<file path="config.mk">
export PLATFORM = sky130hd
export DESIGN_NAME = player_hit_detect_flat
export DESIGN_NICKNAME = d
export VERILOG_FILES = /design/src/rtl/player_hit_detect_if.sv /design/src/rtl/player_hit_detect.sv /design/src/flat_wrapper.sv
export SDC_FILE = /design/constraint.sdc
export NUM_CORES = 1
export LEC_CHECK = 0
export BUFFER_PORTS_ARGS = -buffer_cell sky130_fd_sc_hd__buf_2
export CAP_MARGIN = 5
export CORE_AREA = 4 4 84 86
export CTS_BUF_LIST = sky130_fd_sc_hd__clkbuf_2
export CTS_CLUSTER_DIAMETER = 120
export DETAILED_ROUTE_END_ITERATION = 12
export DIE_AREA = 0 0 88 90
export HOLD_SLACK_MARGIN = 0.1
export PLACE_DENSITY = 0.83
export SKIP_CTS_REPAIR_TIMING = 1
export SYNTH_ARGS = -nofsm -noshare
export SYNTH_HDL_FRONTEND = slang
export SYNTH_SLANG_ARGS = --single-unit
</file>
<file path="constraint.sdc">
create_clock -name clk -period 3.75 [get_ports clk]
set_input_delay 0.75 -clock clk [delete_from_list [all_inputs] [get_ports clk]]
set_output_delay 0.75 -clock clk [all_outputs]
set_load 0.01 [all_outputs]
</file>
<file path="src/rtl/player_hit_detect_if.sv">
// Frame-rate bus between the game logic and the player hit detector: missile/player positions in, collision code and player status out.
interface player_hit_detect_if;
  logic       frame;
  logic       restart;
  logic [9:0] player_x;
  logic [9:0] m1_x;
  logic [9:0] m1_y;
  logic [9:0] m2_x;
  logic [9:0] m2_y;
  logic [9:0] m3_x;
  logic [9:0] m3_y;
  logic [1:0] player_collision;
  logic [2:0] lives;
  logic       player_hit;
  logic       player_visible;
  logic       game_over;

  modport master (
    output frame, restart, player_x, m1_x, m1_y, m2_x, m2_y, m3_x, m3_y,
    input  player_collision, lives, player_hit, player_visible, game_over
  );

  modport slave (
    input  frame, restart, player_x, m1_x, m1_y, m2_x, m2_y, m3_x, m3_y,
    output player_collision, lives, player_hit, player_visible, game_over
  );
endinterface

</file>
<file path="src/rtl/player_hit_detect.sv">
// Player hit detection: missile/player box overlap, lives, HIT/INVULN/GAME_OVER timing; collision code registered on frame (1 cycle).
// Optional PLAYER_HIT_BLINK_EN: player blinks (4 frames on, 4 off) while invulnerable.
module player_hit_detect #(
  parameter int PLAYER_Y      = 440,
  parameter int PLAYER_W      = 26,
  parameter int PLAYER_H      = 16,
  parameter int PROJ_W        = 3,
  parameter int PROJ_H        = 12,
  parameter int START_LIVES   = 3,
  parameter int HIT_FRAMES    = 32,
  parameter int INVULN_FRAMES = 64
) (
  input logic              clk,
  input logic              rst,
  player_hit_detect_if.slave bus
);

  localparam logic [10:0] PY       = 11'(PLAYER_Y);
  localparam logic [10:0] PW       = 11'(PLAYER_W);
  localparam logic [10:0] PH       = 11'(PLAYER_H);
  localparam logic [10:0] MW       = 11'(PROJ_W);
  localparam logic [10:0] MH       = 11'(PROJ_H);
  localparam logic [2:0]  LIVES0   = 3'(START_LIVES);
  localparam logic [7:0]  HIT_LAST = 8'(HIT_FRAMES - 1);
  localparam logic [7:0]  INV_LAST = 8'(INVULN_FRAMES - 1);

  typedef enum logic [1:0] {
    ALIVE,
    HIT,
    INVULN,
    GAME_OVER
  } state_t;

  state_t     state_q, state_d;
  logic [7:0] timer_q, timer_d;
  logic [2:0] lives_q, lives_d;
  logic [1:0] coll_q, coll_d;
  logic       ov1, ov2, ov3;
  logic [1:0] hit_idx;

  // Sums zero-extended to 11 bits so a player near x=1023 cannot wrap; strict compares make edge contact a miss.
  function automatic logic overlap(input logic [9:0] mx, input logic [9:0] my, input logic [9:0] px);
    logic [10:0] mx_w, my_w, px_w;
    mx_w = {1'b0, mx};
    my_w = {1'b0, my};
    px_w = {1'b0, px};
    return (mx_w < px_w + PW) && (px_w < mx_w + MW) &&
           (my_w < PY + PH)   && (PY < my_w + MH);
  endfunction

  assign ov1 = overlap(bus.m1_x, bus.m1_y, bus.player_x);
  assign ov2 = overlap(bus.m2_x, bus.m2_y, bus.player_x);
  assign ov3 = overlap(bus.m3_x, bus.m3_y, bus.player_x);

  always_comb begin
    hit_idx = 2'd0;
    if (ov1)      hit_idx = 2'd1;
    else if (ov2) hit_idx = 2'd2;
    else if (ov3) hit_idx = 2'd3;
  end

  always_ff @(posedge clk) begin
    if (rst) begin
      state_q <= ALIVE;
      timer_q <= 8'd0;
      lives_q <= LIVES0;
      coll_q  <= 2'd0;
    end else begin
      state_q <= state_d;
      timer_q <= timer_d;
      lives_q <= lives_d;
      coll_q  <= coll_d;
    end
  end

  always_comb begin
    state_d = state_q;
    timer_d = timer_q;
    lives_d = lives_q;
    coll_d  = coll_q;
    if (bus.restart) begin
      state_d = ALIVE;
      timer_d = 8'd0;
      lives_d = LIVES0;
      coll_d  = 2'd0;
    end else if (bus.frame) begin
      // The code is reported in every state so the missile block always respawns the hitting missile.
      coll_d = hit_idx;
      unique case (state_q)
        ALIVE: begin
          if (hit_idx != 2'd0) begin
            if (lives_q <= 3'd1) begin
              lives_d = 3'd0;
              state_d = GAME_OVER;
            end else begin
              lives_d = lives_q - 3'd1;
              state_d = HIT;
              timer_d = 8'd0;
            end
          end
        end
        HIT: begin
          if (timer_q == HIT_LAST) begin
            state_d = INVULN;
            timer_d = 8'd0;
          end else begin
            timer_d = timer_q + 8'd1;
          end
        end
        INVULN: begin
          if (timer_q == INV_LAST) begin
            state_d = ALIVE;
            timer_d = 8'd0;
          end else begin
            timer_d = timer_q + 8'd1;
          end
        end
        GAME_OVER: lives_d = 3'd0;
        default:   state_d = ALIVE;
      endcase
    end
  end

  always_comb begin
    bus.player_hit     = 1'b0;
    bus.player_visible = 1'b1;
    bus.game_over      = 1'b0;
    unique case (state_q)
      ALIVE: ;
      HIT: begin
        bus.player_hit     = 1'b1;
        bus.player_visible = 1'b0;
      end
      INVULN: begin
`ifdef PLAYER_HIT_BLINK_EN
        bus.player_visible = ~timer_q[2];
`else
        bus.player_visible = 1'b1;
`endif
      end
      GAME_OVER: begin
        bus.player_visible = 1'b0;
        bus.game_over      = 1'b1;
      end
      default: ;
    endcase
  end

  assign bus.player_collision = coll_q;
  assign bus.lives            = lives_q;

endmodule

</file>
<file path="src/flat_wrapper.sv">
// flat-port wrapper written by rule: the top's interface ports become plain ports
module player_hit_detect_flat 
#(
  parameter int PLAYER_Y      = 440,
  parameter int PLAYER_W      = 26,
  parameter int PLAYER_H      = 16,
  parameter int PROJ_W        = 3,
  parameter int PROJ_H        = 12,
  parameter int START_LIVES   = 3,
  parameter int HIT_FRAMES    = 32,
  parameter int INVULN_FRAMES = 64
)
  (clk, rst, bus_frame, bus_restart, bus_player_x, bus_m1_x, bus_m1_y, bus_m2_x, bus_m2_y, bus_m3_x, bus_m3_y, bus_player_collision, bus_lives, bus_player_hit, bus_player_visible, bus_game_over);
  player_hit_detect_if bus_i ();
  input logic clk;
  input logic rst;
  input wire logic [$bits(bus_i.frame)-1:0] bus_frame;
  input wire logic [$bits(bus_i.restart)-1:0] bus_restart;
  input wire logic [$bits(bus_i.player_x)-1:0] bus_player_x;
  input wire logic [$bits(bus_i.m1_x)-1:0] bus_m1_x;
  input wire logic [$bits(bus_i.m1_y)-1:0] bus_m1_y;
  input wire logic [$bits(bus_i.m2_x)-1:0] bus_m2_x;
  input wire logic [$bits(bus_i.m2_y)-1:0] bus_m2_y;
  input wire logic [$bits(bus_i.m3_x)-1:0] bus_m3_x;
  input wire logic [$bits(bus_i.m3_y)-1:0] bus_m3_y;
  output wire logic [$bits(bus_i.player_collision)-1:0] bus_player_collision;
  output wire logic [$bits(bus_i.lives)-1:0] bus_lives;
  output wire logic [$bits(bus_i.player_hit)-1:0] bus_player_hit;
  output wire logic [$bits(bus_i.player_visible)-1:0] bus_player_visible;
  output wire logic [$bits(bus_i.game_over)-1:0] bus_game_over;
  assign bus_i.frame = bus_frame;
  assign bus_i.restart = bus_restart;
  assign bus_i.player_x = bus_player_x;
  assign bus_i.m1_x = bus_m1_x;
  assign bus_i.m1_y = bus_m1_y;
  assign bus_i.m2_x = bus_m2_x;
  assign bus_i.m2_y = bus_m2_y;
  assign bus_i.m3_x = bus_m3_x;
  assign bus_i.m3_y = bus_m3_y;
  assign bus_player_collision = bus_i.player_collision;
  assign bus_lives = bus_i.lives;
  assign bus_player_hit = bus_i.player_hit;
  assign bus_player_visible = bus_i.player_visible;
  assign bus_game_over = bus_i.game_over;
  player_hit_detect #(.PLAYER_Y(PLAYER_Y), .PLAYER_W(PLAYER_W), .PLAYER_H(PLAYER_H), .PROJ_W(PROJ_W), .PROJ_H(PROJ_H), .START_LIVES(START_LIVES), .HIT_FRAMES(HIT_FRAMES), .INVULN_FRAMES(INVULN_FRAMES)) u_core (.clk(clk), .rst(rst), .bus(bus_i));
endmodule
</file>
==> implementation parameters <==
Parameter                              Value

Pwr
  Maximum ir drop on the vdd rail    0.000142 V
  Leak    1.96 nW
  Clock network fraction of total power    13.1%
  Switching power of the nets    0.253 mW
  Switching power share of the total    40.2%
  Gate power share    61.3%
  Total internal power    0.376 mW
  Sequential fraction of design power    25.6%
  Power density over the cells    159 nW/um^2

STA
  Setup WS post-layout    110 ps
  Maximum clock frequency    275 MHz
  Transition at the pin with the smallest max-transition slack    1090 ps
  Min Clock Period, post-route    3640 ps
  Setup violation total in the final timing report    0
  Number of failing hold endpoints at the final stage    0
  Post-route clock period utilization    97.1%
  Max transition margin    27.2%
  Count of pins over their slew limit    0
  Clk_skew    11.5 ps
  Sum of negative setup slack    0 ps

Route
  Remaining routing DRC violations    0
  Detailed-router iteration count before antenna repair    5
  Vias    3,541
  Via count normalized by instance count    5.83
  DRT Wirelength    8680 um
  Detailed router's first-iteration violation count    95
  Antenna Violating Nets Remaining    0
  Per-cell routed wire length    14.3 um

Critical path
  Buffer and inverter count on the worst path    2
  CP arrival    3860 ps
  Critical Setup Path Class    in2reg
  Max stage delay on crit path    480 ps
  Slowest-stage cell, CP    or4_4
  Kind of launch point of the worst setup path    primary input
  Critical path's top delay family    compound AO/OA/AOI/OAI gates
  Required time worst endpoint    3970 ps
  Crit-path max FO    6
  Cell type with the highest occurrence count on the critical path    o21ai_1
  Ordered list of cells on the worst path    buf_2, buf_4, nor3_4, nor2_1, xnor2_1, ha_1, and3_1, a221oi_2, o21ai_1, maj3_2, a211o_1, o21ai_1, a21oi_1, or4_4, o31ai_1
  Crit end category    flop

Synth
  Top cell type by total area after synthesis    ha_1
  Leading cell types by total area after synthesis    ha_1, dfxtp_1, xor2_1
  Syn Area/Cell    7.65 um^2
  Synth Instances    398
  Cell area after synthesis    3040 um^2
  Number of enable flip-flop cells after synthesis    0
  Distinct cells, synth    53
  Commonest cells in the netlist    ha_1, nor2_1, o21ai_0, inv_1
  Leading cell type by number of instances after synthesis    ha_1
  Net Count, Synth    537
  Number of warnings printed during yosys synthesis    0
  Async SR Flop Fraction    0%
  Total of flip-flops plus latches after synthesis    15
  Proportion of synthesized chip area in sequential cells    9.87%
  Portion of synthesized cell area occupied by the leading cell type    26.7%
  Primary flip-flop cell chosen by synthesis mapping    dfxtp_1

Placement
  # port buffers    81
  Half-perimeter wire length after detailed placement    7580 um
  Pre-CTS setup slack    -387 ps
  Final GP Congestion    0.863

Floorplan
  Placeable Area    6280 um^2
  I/O Pins    82
  Cell row count    29
  Initial Util    48.5%
  Die area    7920 um^2
  Floorplan die width    88 um
  Die H    90 um

Global routing
  Number of antenna violations at the first check in global routing    0
  Met3 track utilization from global routing    1.55%
  Leftover overflow at the end of global routing    0
  Combined global-route utilization of all metal layers    21.1%
  Maximum number of pins on one net before global-route repair    18
  Met1 Track Usage GR    26.1%
  Met2 Resource Use GR    38.5%
  Layer with the highest usage after global routing    met2
  Global-route wire length before repair    14,300 um
  Via count of the first global-routing pass    3,391

Status
  Run status    finished, final reports clean

Clocking
  Clock-pin slew of the registers on the worst-case setup and hold paths    140 ps
  CTS tree    yes
  Number of buffers created by CTS    3
  Source-to-sink clock delay at the later pin of the worst-skew pair    300 ps
  Clock tree sinks    15
  CTS Buffer Depth    2
  Master cell of the clock root buffer    clkbuf_2
  Number of H-tree levels    1

Finish
  Final nets    670
  Count of inserted antenna diode cells    0
  Share of final-layout standard cells stronger than drive strength 1    27.2%
  Layout area overhead    30.3%
  Filler Cell Count    541

Flow run
  Number of maximum-capacitance constraint violations    0

Hold path
  Classification of the worst-slack hold path    reg2reg
## power groups by stage
| stage | Combinational [mW] | Clock [mW] | Sequential, mW |
|---|---|---|---|
| after floorplan | 0.203 | 0 | 0.165 |
| after global placement | 0.357 | 0 | 0.164 |
| after detailed placement | 0.377 | 0 | 0.164 |
| after CTS | 0.379 | 0.0825 | 0.161 |
| after global routing | 0.436 | 0.0885 | 0.161 |
| final | 0.386 | 0.0822 | 0.161 |
## area by class of cell
| cell class | count | area [um^2] | share of cell area (%) |
|---|---|---|---|
| Sequential cell | 15 | 300 | 7.58 |
| Timing Repair Buffer | 130 | 773 | 19.5 |
| Clock buffer | 4 | 20.0 | 0.505 |
| Multi-Input combinational cell | 356 | 2680 | 67.6 |
| Inverter | 25 | 93.8 | 2.37 |
| Tap cell | 77 | 96.3 | 2.43 |
## layer usage
metal / wire [um] / vias up
li1: - / 1780
met5: 0 / -
met4: 154 / 0
met2: 4370 / 110
met1: 3660 / 1632
met3: 502 / 19
## path summary, 6_finish.rpt
check | start | to | slack [ps] | cells after the start
max reg2reg | u_core.state_q[0] | u_core.timer_q[6] | 1390 | 8
min | u_core.timer_q[0] | u_core.timer_q[0] | 520 | 1
min reg2reg | u_core.timer_q[0] | u_core.timer_q[0] | 520 | 1
max | bus_player_x[4] | u_core.timer_q[6] | 110 | 15
## layout by cell type (no fill, tap or decap), types with 4 or more instances in the layout
master,n
a211o_1,5
a21o_1,7
a21oi_1,24
a31oi_1,8
and3_1,9
and4_1,5
buf_2,81
buf_4,49
clkbuf_2,4
dfxtp_1,15
ha_1,64
inv_1,25
nand2_1,24
nand2b_1,10
nand3_1,17
nand4_1,14
nor2_1,33
nor2b_1,4
o211ai_1,15
o21ai_0,22
o21ai_1,7
o31ai_1,4
xnor2_1,13
xor2_1,18
## cell families (layout without fill, tap and decap cells)
group                      after synthesis  count (layout)  share of synthesized area [%]
and+or+nand+nor                        135             135                           23.6
xor gates and xnor gates                32              32                           9.21
DFF                                     15              15                           9.87
buffers and inverters                   27             159                           3.33
adders and majority gates               67              67                           27.4
muxes                                    3               3                          0.987
AOI/OAI and AO/OA                      119             119                           25.7
## registers in the layout, summed over array words and instances (netlist names)
| register | count |
|---|---|
| u_core.timer_q | 8 |
| u_core.bus.lives | 3 |
| u_core.bus.player_collision | 2 |
| u_core.state_q | 2 |
## worst register-to-register path: stages, from the launching register on
cell and delay, ps:
dfxtp_1 360, inv_1 100, ha_1 190, nor2b_1 150
a2111oi_0 80, a31oi_1 400, nand2_1 220, or4_4 570
o31ai_1 200
## metrics by stage
step	cell area, um^2	std cells	utilization [%]	power (mW)	hold WS [ps]
global route	3960	607	63.1	0.685	540
detailed placement	3920	601	62.4	0.541	486
finish	3960	607	63.1	0.629	517
CTS	3940	605	62.7	0.623	508
global placement	3920	601	62.4	0.521	471
floorplan	3070	398	-	0.368	450
Note: power is estimated with default switching activity, not from simulation.
